--- src/rtl/gps_config_sequencer.sv ---
// Boot-time PMTK configurator: streams a fixed command ROM on the GPS UART TX byte stream,
// appending "*hh\r\n", then snoops the RX byte stream for the matching $PMTK001 ack.
module gps_config_sequencer #(
    parameter int SYSCLK_FREQ    = 100_000_000,
    parameter int BOOT_DELAY_MS  = 1000,
    parameter int ACK_TIMEOUT_MS = 1000,
    parameter int MAX_RETRIES    = 3
) (
    input  logic       sclk_i,
    input  logic       rstn_i,
    input  logic [7:0] rx_data_i,
    input  logic       rx_valid_i,
    output logic [7:0] tx_data_o,
    output logic       tx_valid_o,
    input  logic       tx_ready_i,
    input  logic       start_i,
    output logic       busy_o,
    output logic       config_done_o,
    output logic       config_err_o,
    output logic [1:0] cmd_index_o
);

    localparam longint BOOT_CYC = longint'(BOOT_DELAY_MS) * longint'(SYSCLK_FREQ) / 1000;
    localparam longint ACK_CYC  = longint'(ACK_TIMEOUT_MS) * longint'(SYSCLK_FREQ) / 1000;
    localparam longint TMAX     = (BOOT_CYC > ACK_CYC) ? BOOT_CYC : ACK_CYC;
    localparam int     TW       = (TMAX > 1) ? $clog2(TMAX) : 1;
    localparam int     AW       = (MAX_RETRIES > 0) ? $clog2(MAX_RETRIES + 1) : 1;

    localparam int LEN0 = 45;
    localparam int LEN1 = 12;
    localparam logic [LEN0*8-1:0] BODY0 =
        {"PMTK314,0,1,0,1,", "0,0,0,0,0,", "0,0,0,0,0,", "0,0,0,0,0"};
    localparam logic [LEN1*8-1:0] BODY1    = "PMTK220,1000";
    localparam logic [9*8-1:0]    ACK_HDR  = "$PMTK001,";
    localparam logic [3:0]        FLAG_POS = 4'd13;
    localparam logic [1:0]        LAST_CMD = 2'd1;

    typedef enum logic [3:0] {
        BOOT_WAIT, SEND_DOLLAR, SEND_BODY, SEND_STAR, SEND_CK_HI,
        SEND_CK_LO, SEND_CR, SEND_LF, WAIT_ACK, DONE, ERROR
    } state_t;

    state_t          state_q, state_d;
    logic [TW-1:0]   timer_q, timer_d;
    logic [5:0]      bidx_q, bidx_d;
    logic [7:0]      csum_q, csum_d;
    logic [3:0]      mpos_q, mpos_d;
    logic [AW-1:0]   att_q, att_d;
    logic [1:0]      cmd_q, cmd_d;
    logic            ack_fail;
    logic [7:0]      cur_byte;

    function automatic logic [7:0] body_byte(input logic [1:0] cmd, input logic [5:0] idx);
        if (cmd == 2'd0) return BODY0[(LEN0 - 1 - int'(idx)) * 8 +: 8];
        return BODY1[(LEN1 - 1 - int'(idx)) * 8 +: 8];
    endfunction

    function automatic logic [5:0] body_last(input logic [1:0] cmd);
        return (cmd == 2'd0) ? 6'(LEN0 - 1) : 6'(LEN1 - 1);
    endfunction

    function automatic logic [7:0] hex_ascii(input logic [3:0] n);
        return (n < 4'd10) ? (8'h30 + {4'h0, n}) : (8'h37 + {4'h0, n});
    endfunction

    // Ack ID digits are the three characters after "PMTK" in the command body.
    function automatic logic [7:0] ack_byte(input logic [1:0] cmd, input logic [3:0] pos);
        if (pos < 4'd9)  return ACK_HDR[(8 - int'(pos)) * 8 +: 8];
        if (pos < 4'd12) return body_byte(cmd, 6'(pos - 4'd5));
        return 8'h2C;
    endfunction

    always_comb begin
        state_d    = state_q;
        timer_d    = timer_q;
        bidx_d     = bidx_q;
        csum_d     = csum_q;
        mpos_d     = mpos_q;
        att_d      = att_q;
        cmd_d      = cmd_q;
        tx_valid_o = 1'b0;
        tx_data_o  = 8'h00;
        ack_fail   = 1'b0;
        cur_byte   = body_byte(cmd_q, bidx_q);
        case (state_q)
            BOOT_WAIT: begin
                if (timer_q == '0) state_d = SEND_DOLLAR;
                else               timer_d = timer_q - TW'(1);
            end
            SEND_DOLLAR: begin
                tx_valid_o = 1'b1;
                tx_data_o  = 8'h24;
                csum_d     = '0;
                bidx_d     = '0;
                if (tx_ready_i) state_d = SEND_BODY;
            end
            SEND_BODY: begin
                tx_valid_o = 1'b1;
                tx_data_o  = cur_byte;
                if (tx_ready_i) begin
                    csum_d = csum_q ^ cur_byte;
                    if (bidx_q == body_last(cmd_q)) state_d = SEND_STAR;
                    else                            bidx_d  = bidx_q + 6'd1;
                end
            end
            SEND_STAR: begin
                tx_valid_o = 1'b1;
                tx_data_o  = 8'h2A;
                if (tx_ready_i) state_d = SEND_CK_HI;
            end
            SEND_CK_HI: begin
                tx_valid_o = 1'b1;
                tx_data_o  = hex_ascii(csum_q[7:4]);
                if (tx_ready_i) state_d = SEND_CK_LO;
            end
            SEND_CK_LO: begin
                tx_valid_o = 1'b1;
                tx_data_o  = hex_ascii(csum_q[3:0]);
                if (tx_ready_i) state_d = SEND_CR;
            end
            SEND_CR: begin
                tx_valid_o = 1'b1;
                tx_data_o  = 8'h0D;
                if (tx_ready_i) state_d = SEND_LF;
            end
            SEND_LF: begin
                tx_valid_o = 1'b1;
                tx_data_o  = 8'h0A;
                if (tx_ready_i) begin
                    state_d = WAIT_ACK;
                    timer_d = TW'(ACK_CYC - 1);
                    mpos_d  = '0;
                end
            end
            WAIT_ACK: begin
                // A flag byte on the expiry cycle is still judged as an ack.
                if (rx_valid_i && mpos_q == FLAG_POS) begin
                    mpos_d = '0;
                    if (rx_data_i == 8'h33) begin
                        att_d = '0;
                        if (cmd_q == LAST_CMD) begin
                            state_d = DONE;
                        end else begin
                            cmd_d   = cmd_q + 2'd1;
                            state_d = SEND_DOLLAR;
                        end
                    end else begin
                        ack_fail = 1'b1;
                    end
                end else begin
                    if (rx_valid_i) begin
                        if (rx_data_i == ack_byte(cmd_q, mpos_q)) mpos_d = mpos_q + 4'd1;
                        else if (rx_data_i == 8'h24)              mpos_d = 4'd1;
                        else                                      mpos_d = '0;
                    end
                    if (timer_q == '0) ack_fail = 1'b1;
                    else               timer_d  = timer_q - TW'(1);
                end
                if (ack_fail) begin
                    if (att_q < AW'(MAX_RETRIES)) begin
                        att_d   = att_q + AW'(1);
                        state_d = SEND_DOLLAR;
                    end else begin
                        state_d = ERROR;
                    end
                end
            end
            DONE, ERROR: begin
                if (start_i) begin
                    cmd_d   = '0;
                    att_d   = '0;
                    state_d = SEND_DOLLAR;
                end
            end
            default: state_d = BOOT_WAIT;
        endcase
    end

    always_ff @(posedge sclk_i) begin
        if (!rstn_i) begin
            state_q <= BOOT_WAIT;
            timer_q <= TW'(BOOT_CYC - 1);
            bidx_q  <= '0;
            csum_q  <= '0;
            mpos_q  <= '0;
            att_q   <= '0;
            cmd_q   <= '0;
        end else begin
            state_q <= state_d;
            timer_q <= timer_d;
            bidx_q  <= bidx_d;
            csum_q  <= csum_d;
            mpos_q  <= mpos_d;
            att_q   <= att_d;
            cmd_q   <= cmd_d;
        end
    end

    assign busy_o        = (state_q != DONE) && (state_q != ERROR);
    assign config_done_o = (state_q == DONE);
    assign config_err_o  = (state_q == ERROR);
    assign cmd_index_o   = cmd_q;

endmodule

--- config.mk ---
export PLATFORM = sky130hd
export DESIGN_NAME = gps_config_sequencer
export DESIGN_NICKNAME = d
export VERILOG_FILES = /design/src/rtl/gps_config_sequencer.sv
export SDC_FILE = /design/constraint.sdc
export NUM_CORES = 1
export LEC_CHECK = 0
export BUFFER_PORTS_ARGS = -buffer_cell sky130_fd_sc_hd__buf_2
export CELL_PAD_IN_SITES_DETAIL_PLACEMENT = 1
export CELL_PAD_IN_SITES_GLOBAL_PLACEMENT = 1
export CORE_ASPECT_RATIO = 1.4
export CORE_MARGIN = 2
export CORE_UTILIZATION = 45
export DETAILED_ROUTE_END_ITERATION = 6
export PLACE_DENSITY_LB_ADDON = 0.2
export SLEW_MARGIN = 30
export SYNTH_ARGS = -nofsm -noshare
export SYNTH_HDL_FRONTEND = slang
export SYNTH_SLANG_ARGS = --single-unit
--- constraint.sdc ---
create_clock -name sclk_i -period 4.7 [get_ports sclk_i]
set_clock_uncertainty 0.2 [all_clocks]
set_input_delay 0.94 -clock sclk_i [delete_from_list [all_inputs] [get_ports sclk_i]]
set_output_delay 0.94 -clock sclk_i [all_outputs]
set_load 0.01 [all_outputs]
# After elaboration in Yosys (flattened, before gate mapping)
# Cells that the tools add are included.
# totals
in_bits	13
wordCells	163
ff_bits	53
# op_classes
reduce_logical	18
shifts	5
n_mux	76
n_addsub	15
eq_ne	36
n_lt_le_gt_ge	5
bitwise_logic	1
# op_table
op	count
360-bit by 10-bit variable part select with 8-bit output (first input constant)	2
96-bit by 10-bit variable part select with 8-bit output (first input constant)	2
8-bit two-way mux	12
27-bit two-way mux	3
27-bit case mux with 3 select lines	1
4-bit two-way mux	19
72-bit by 8-bit variable part select with 8-bit output (first input constant)	1
8-bit case mux with 7 select lines	1
4-bit case mux with 10 select lines	1
2-bit inequality test (second input constant)	15
6-bit by 4-bit adder with 7-bit output (first input constant)	4
27-bit zero test	1
27-bit by 1-bit subtractor with 27-bit output (second input constant)	1
1-bit two-way mux	21
6-bit two-way mux	3
4-bit by 3-bit equality test with 1-bit output (second input constant)	4
4-bit equality test (second input constant)	4
8-bit by 6-bit equality test with 1-bit output (second input constant)	2
4-bit less-than comparator (second input constant)	4
2-bit two-way mux	8
8-bit case mux with 2 select lines	1
7-bit two-way mux	2
4-bit by 6-bit subtractor with 7-bit output (first input constant)	2
6-bit by 6-bit subtractor with 7-bit output (first input constant)	2
other kinds (28)	40

# Longest topological paths before layout
# Gate-level depths: netlist of the first run.
# depth
depth_word	21
ltp_mapped	16

# Least setup slack after synthesis of the first run
# No wires, ideal clock.
# synth_timing
path_type	reg-to-reg
startpoint	register mpos_q[1]
endpoint	register mpos_q[1]
path_stages_with_launch	17
slack_ns	0.954
period_less_slack_ns	3.746
arrival_ns	3.476
n_path_buf	3
t_required_ns	4.430
setup_time_ns	0.070
cell_sequence	dfxtp_1 -> clkbuf_1 -> clkbuf_1 -> inv_1 -> ha_1 -> xnor2_2 -> ha_1 -> buf_1 -> or3b_2 -> o22ai_1 -> o221a_2 -> nand2b_1 -> a221oi_1 -> nand4_2 -> nor4_2 -> nand3b_1 -> a21boi_1
# synth_between
elab_chain_len	16
# synth_rtl
element	line	text
start: declaration	47	logic [3:0] mpos_q, mpos_d;
start signal: assignment	193	mpos_q <= mpos_d;
4-bit by 3-bit subtractor with 5-bit output or 4-bit less-than comparator (tied branches)	69	if (pos < 4'd12) return body_byte(cmd, 6'(pos - 4'd5));
6-bit by 6-bit subtractor with 7-bit output or 1-bit two-way mux (tied branches)	54, 69	
360-bit by 10-bit variable part select with 8-bit output or 1-bit two-way mux (tied branches)	54, 69	
8-bit two-way mux or 1-bit two-way mux (tied branches)	54, 151	
8-bit two-way mux or 1-bit two-way mux (tied branches)	55, 137	
8-bit two-way mux or 1-bit two-way mux (tied branches)	69, 85	
8-bit two-way mux	70	return 8'h2C;
8-bit two-way mux	69	
8-bit two-way mux	151	if (rx_valid_i) begin
8-bit two-way mux	137	if (rx_valid_i && mpos_q == FLAG_POS) begin
8-bit two-way mux	85	case (state_q)
8-bit equality test	152	if (rx_data_i == ack_byte(cmd_q, mpos_q)) mpos_d = mpos_q + 4'd1;
4-bit two-way mux	152	
4-bit two-way mux	151	
4-bit two-way mux	137	
4-bit case mux with 2 select lines	85	
# Several ways; a longest one is shown, not always the timed one. The select of a mux whose other input is x is not followed.
# A chain may end at the register's enable or synchronous reset.

# Worst setup path in the final report of the first run
# layout_timing
startpoint	register bidx_q[0]
endpoint	output port tx_data_o[0]
# layout_between
elab_chain_len	5
# layout_rtl
element	line	text
start: declaration	45	logic [5:0] bidx_q, bidx_d;
start signal: assignment	191	bidx_q <= bidx_d;
6-bit by 6-bit subtractor with 7-bit output	54	if (cmd == 2'd0) return BODY0[(LEN0 - 1 - int'(idx)) * 8 +: 8];
360-bit by 10-bit variable part select with 8-bit output	54	
8-bit two-way mux	54	
8-bit two-way mux (*)	55	return BODY1[(LEN1 - 1 - int'(idx)) * 8 +: 8];
8-bit case mux with 7 select lines (*)	85	
end: declaration	13	output logic [7:0] tx_data_o,
# Every way passes the cells marked *; elsewhere a longest branch is shown, timed or not. The select of a mux whose other input is x is not followed.

==> results.cfg, run 1 <==
[power_and_ir_drop]
irDropWorstVdd_uv = 233.6
p_sw_mw = 0.4898
p_seq_share_pct = 39.9
internal_power_mw = 0.8281
leakage_nw = 1.862
clkPwrFrac_pct = 29.1
comb_power_share_pct = 31.0
p_total_mw = 1.318
p_per_area_nw_per_um2 = 254.3
swShare_pct = 37.17

[sta]
setup_viol = 0
hold_slack_ns = 0.2733
slew_headroom_pct = 40.41
fmax_mhz = 235.3
rsz0062_at_grt = false
setup_slack_ns = 0.4500
slew_viol_final = 0
hold_viol = 0
finalSetupTns_ns = 0
fin_crit_ns = 4.250
timing.final.crit_share_pct = 90.43
tightest_slew_ns = 0.8871

[worst_setup_path]
regToRegEndpoint = mpos_q[1]$_SDFFE_PN0P_
cp.depth = 11
cp_num_buf_inv = 2
cp_max_fo = 14
crit_chain = clkinvlp_4 -> ha_1 -> nor2b_1 -> nor2_1 -> a21oi_1 -> nor2_1 -> a21boi_0 -> o21ai_0 -> a21oi_1 -> or3_1 -> buf_2
r2r_start = mpos_q[0]$_SDFFE_PN0P_
end_kind = primary output
cp-endpoint = tx_data_o[0]
crit_type = register to primary output
crit_path_start_kind = register
critical_path.startpoint = bidx_q[0]$_SDFFE_PN0P_
critPathMaxStageDelay_ns = 0.49
reg2regPathDepth = 12
cp.required_ns = 3.56
arrival_ns = 3.11
rrSetupSlack_ns = 0.60
crit_family = simple AND/OR/NAND/NOR gates
cpMaxStageDelayCell = dfxtp_2

[drt]
drtAntennaViolNets = 0
drc = 0
wl_per_cell_um = 18.33
top_layer = met4
num_vias = 5057
first_iter_violations = 209
drt_pass1_iterations = 5
wl_met2_mm = 7.477
drt_wl_total_mm = 14.90
m1WireLength_mm = 6.510
vias_per_cell = 6.220
wl_met3_um = 544

[layout]
area_growth_pct = 7.222
num-nets-final = 700
postLayoutCellArea_um2 = 5182
n_antenna_cell = 0
drive_gt1_share_pct = 10.52

[synth]
ys_types = 83
synth_edf_count = 0
yosys.area.top_type = dfxtp_1
synthTopCellsByArea = dfxtp_1 (22%), nand2_1 (5.4%), nor2_1 (5.2%)
synth_fp_nets = 701
synthCells = 675
netlist_area_um2 = 4833
synth.yosys.seq_area_share_pct = 21.95
ys_ff_latch = 53
async_flop_share_pct = 0
yosysTopAreaCellShare_pct = 21.95
yosys_most_used_dff = dfxtp_1
yosys_warnings = 0
avgSynthCellArea_um2 = 7.161

[clocking]
numCtsBuffers = 5
cts.sinks = 53
post_cts_buffers = 0
cts.clk_slew.worst_paths_ns = 0.07
hold_buffers = 0
cts-root-buf = clkbuf_16
cts_tree = built
clockBufferDepth = 2
clock_latency_ns = 0.30
cts_max_level = 2

[placed_design]
dp_slack_ns = 0.4466
place_area_um2 = 5019
dp.final_hpwl_mm = 11.18
gp_congestion = 0.9638
io_buffers = 25

[floorplanning]
die_h_um = 126.6
core.rowCount = 44
die_area_um2 = 11600
fp.coreArea_um2 = 10410
die_w_um = 91.59
num_io_pins = 27
start_util_pct = 46.45

[grt]
grtUsageTotal_pct = 26.33
grt_pass1_vias = 5132
grt_antenna_before_repair = 0
grt_max_degree = 35
grt_overflow = 0
grt_pass1_wl_mm = 25.14

[flow_run]
cap_violations = 0

[status]
status = finished, final reports clean

[hold_path]
hold_class = register to register
-- cell type report --
cell class,instances,area [um2]
clock buffer,5,125.1
clock inverter,3,26.28
fill,1341,5223
inverter,26,101.3
multi-input combinational,553,3495
sequential,53,1062
tap,138,172.7
timing repair buffer,35,200.2
-- state kept, by name (all words and copies together), names as in the netlist --
name         cells
att_q            2
timer_q         27
csum_q           8
state_q          4
cmd_index_o      2
mpos_q           4
bidx_q           6
-- routing by layer --
metal	track usage [%]	up-vias
met3	3.029	30
li1	-	2440
met4	9.447	0
met1	33.46	2467
met2	45.76	120
met5	0	-
-- cell usage in the layout (no fill, tap or decap), types with 18 or more instances in the layout --
master / netlist / final
nor4_1: 21 / 21
inv_1: 25 / 25
buf_2: 6 / 25
o21ai_0: 41 / 39
nor2_1: 67 / 67
nand2_1: 70 / 70
dfxtp_1: 53 / 52
a21oi_1: 34 / 34
nor2b_1: 22 / 22
nor3_1: 18 / 18
xnor2_1: 24 / 23
xor2_1: 22 / 22
nand3_1: 20 / 20
-- stage by stage --
step                      std cells  util [%]
after floorplan                 675         -
after global placement          805     48.20
after detailed placement        805     48.23
after CTS                       813     49.69
after global routing            813     49.81
final                           813     49.81
-- worst min path at each step --
stage / startpoint / to / slack [ns] / depth (start not counted)
2_1_floorplan: timer_q[26]$_SDFFE_PN1P_ / timer_q[26]$_SDFFE_PN1P_ / 0.23 / 2
3_3_place_gp: timer_q[26]$_SDFFE_PN1P_ / timer_q[26]$_SDFFE_PN1P_ / 0.24 / 2
3_5_place_dp: timer_q[26]$_SDFFE_PN1P_ / timer_q[26]$_SDFFE_PN1P_ / 0.26 / 2
4_1_cts: timer_q[26]$_SDFFE_PN1P_ / timer_q[26]$_SDFFE_PN1P_ / 0.27 / 2
5_1_grt: timer_q[26]$_SDFFE_PN1P_ / timer_q[26]$_SDFFE_PN1P_ / 0.28 / 2
6_report: timer_q[26]$_SDFFE_PN1P_ / timer_q[26]$_SDFFE_PN1P_ / 0.27 / 2
-- worst min-delay path, delay by kind of cell, from the launching register on --
kind | cells | cell delay, ns
and+or+nand+nor | 1 | 0.05
AOI/OAI and AO/OA | 1 | 0.06
DFF | 1 | 0.31
-- synth_stat cells, types with 5 or more instances --
master / instances
clkbuf_1: 30
or3_1: 13
nand2_1: 70
nand2b_1: 8
o21ai_1: 6
o22ai_1: 5
or4_1: 6
o31a_1: 5
and2_1: 10
a21o_1: 6
and3_1: 6
a31oi_1: 12
mux2i_1: 8
nor2b_1: 22
o31ai_1: 6
a21oi_1: 34
nor4_1: 21
a211oi_1: 5
nand3_1: 20
o211ai_1: 8
nand4_1: 7
o21a_1: 5
ha_1: 13
o21ai_0: 41
nor3_1: 18
xnor2_1: 24
inv_1: 25
xor2_1: 22
dfxtp_1: 53
buf_2: 6
nor2_1: 67
-- cells by family (layout without fill, tap and decap cells) --
family                     count (synthesis)  in the layout  share of synthesized area [%]
other                                      1              1                        0.07759
adders and majority gates                 14             14                          3.572
and+or+nand+nor                          307            307                          33.68
DFF                                       53             53                          21.95
xor gates and xnor gates                  47             47                          8.672
AOI/OAI and AO/OA                        174            174                          23.95
muxes                                     10             10                          2.123
buffers and inverters                     69             69                          5.980
-- power groups by stage --
stage          logic [mW]  registers [mW]  clock network [mW]
4_1_cts             0.409           0.525               0.398
3_3_place_gp        0.387           0.533                   0
5_1_grt             0.458           0.536               0.415
6_report            0.408           0.526               0.383
2_1_floorplan       0.314           0.504                   0
3_5_place_dp        0.406           0.535                   0
-- what timing repair did --
item	in CTS	in global routing
resized for setup	0	3
setup endpoints to repair	0	1
hold endpoints to repair	0	0
Power figures use the tool's default switching activity.
==> run 2, diff against run 1 <==
--- a/config.mk
+++ b/config.mk
@@ -12,6 +12,7 @@
 export CORE_MARGIN = 2
 export CORE_UTILIZATION = 45
 export DETAILED_ROUTE_END_ITERATION = 6
+export GPL_TIMING_DRIVEN = 0
 export PLACE_DENSITY_LB_ADDON = 0.2
 export SLEW_MARGIN = 30
 export SYNTH_ARGS = -nofsm -noshare
==> run 2 against run 1 <==
Combinational power is 9.3% higher. Global-route usage grew 2.2 points. Largest cell class unchanged. Flip-flop and latch count did not move. Power is 0.33% lower. Sequential power shrank 4.8%. Fmax shrank 6.2%. First-iteration DRC count decreased by 21%.
==> results.cfg, run 2 (same netlist as run 1, synthesis figures left out) <==
[layout]
n_antenna_cell = 0
fillers = 1375
final_cell_mix = nand2_1 (70), nor2_1 (67), dfxtp_1 (53), o21ai_0 (39), a21oi_1 (34)
largest_reg_flops = 27
num-nets-final = 733
final_common_cell = nand2_1
drive_gt1_share_pct = 10.31
regMostFlops = timer_q
reg_top3 = timer_q (27), csum_q (8), bidx_q (6)
postLayoutCellArea_um2 = 5310
area_growth_pct = 9.863

[sta]
fin_crit_ns = 4.529
slew_viol_final = 0
hold_viol = 0
setup_viol = 0
tightest_slew_ns = 0.8195
fmax_mhz = 220.8
hold_slack_ns = 0.2649
finalSetupTns_ns = 0
slew_headroom_pct = 45.18
timing.final.crit_share_pct = 96.37
rsz0062_at_grt = true

[power_and_ir_drop]
internal_power_mw = 0.8338
irDropWorstVdd_uv = 243.3
p_per_area_nw_per_um2 = 247.4
p_sw_mw = 0.4799
leakage_nw = 1.910
clkPwrFrac_pct = 27.9
p_seq_share_pct = 38.1
comb_power_share_pct = 34.0
swShare_pct = 36.53

[status]
status = finished, final reports clean

[drt]
drt_wl_total_mm = 16.18
first_iter_violations = 165
wl_per_cell_um = 19.12
drt_pass1_iterations = 4
drc = 0
vias_per_cell = 6.191
num_vias = 5238
drtAntennaViolNets = 0

[worst_setup_path]
cp.required_ns = 4.73
arrival_ns = 4.56
cp_max_fo = 10
crit_path_start_kind = register
crit_type = register to register
rrSetupSlack_ns = 0.17
end_kind = register

[placed_design]
dp.final_hpwl_mm = 12.65
gp_congestion = 0.9423
place_area_um2 = 5131
io_buffers = 25

[grt]
grt_pass1_vias = 5469
grt_max_degree = 17
grt_overflow = 0
grt_antenna_before_repair = 0
grt_pass1_wl_mm = 27.09
grtUsageTotal_pct = 28.53

[clocking]
clock_latency_ns = 0.30
cts-root-buf = clkbuf_16
clockBufferDepth = 2
numCtsBuffers = 5
cts_max_level = 2
cts.clk_slew.worst_paths_ns = 0.07
cts_tree = built
hold_buffers = 0
cts.sinks = 53

[floorplanning]
start_util_pct = 46.45
core.rowCount = 44
num_io_pins = 27
die_w_um = 91.59
die_h_um = 126.6
fp.coreArea_um2 = 10410
die_area_um2 = 11600

[flow_run]
cap_violations = 0

[hold_path]
hold_class = register to register
==> run 2: final timing paths <==
kind,from,end,cells after the start
worst max-delay path,mpos_q[0]$_SDFFE_PN0P_,mpos_q[1]$_SDFFE_PN0P_,15
worst min-delay path,timer_q[26]$_SDFFE_PN1P_,timer_q[26]$_SDFFE_PN1P_,2
worst max register to register,mpos_q[0]$_SDFFE_PN0P_,mpos_q[1]$_SDFFE_PN0P_,15
worst min register to register,timer_q[26]$_SDFFE_PN1P_,timer_q[26]$_SDFFE_PN1P_,2
==> run 2: area by class of cell <==
| cell class | count | area (um2) | share of cell area [%] |
|---|---|---|---|
| clock buffer | 6 | 128.9 | 2.427 |
| timing repair buffer | 26 | 132.6 | 2.498 |
| sequential | 53 | 1061 | 19.98 |
| clock inverter | 2 | 13.76 | 0.2592 |
| multi-input combinational | 553 | 3511 | 66.12 |
| inverter | 26 | 98.84 | 1.861 |
| buffer | 42 | 191.4 | 3.605 |
| tap | 138 | 172.7 | 3.252 |
==> run 2: power by group through the flow <==
stage	combinational, mW	clock [mW]	sequential, mW
2_1_floorplan	0.314	0	0.504
3_3_place_gp	0.423	0	0.509
3_5_place_dp	0.445	0	0.511
4_1_cts	0.448	0.379	0.500
5_1_grt	0.505	0.393	0.505
6_report	0.446	0.367	0.501
==> run 2: per-layer routing <==
layer  GRT usage, %  wire length (um)  up-vias
met4          13.81               642        0
met2          51.77              8204      139
li1               -                 -     2502
met1          33.11              6758     2554
met3          2.910               571       43
met5              0                 0        -
==> run 2: metrics by stage <==
step	power, mW	utilization, %	setup slack [ns]	instances
final	1.314	51.03	0.1707	846
after global routing	1.403	51.03	-0.09033	846
after CTS	1.327	50.78	0.004609	845
after detailed placement	0.9554	49.31	-0.2023	838
after global placement	0.9317	49.31	-0.09107	838
after floorplan	0.8178	-	0.9543	675
==> run 2: critical path, cell delays in order, from the launching register on <==
cell and delay, ns:
dfxtp_1 0.52, buf_2 0.29, buf_2 0.26, inv_1 0.20
ha_1 0.34, xnor2_4 0.31, ha_2 0.42, or3b_2 0.47
o22ai_1 0.19, o221a_2 0.27, or3_1 0.16, o311ai_1 0.13
nor4_2 0.28, buf_4 0.18, nand3b_1 0.08, a21boi_1 0.15
==> run 2: what timing repair did <==
item / in CTS / in global routing
buffers inserted: 0 / 1
gates resized for setup: 5 / 5
setup endpoints to repair: 4 / 4
endpoints found under the hold margin: 0 / 0
pin swaps: 1 / 1
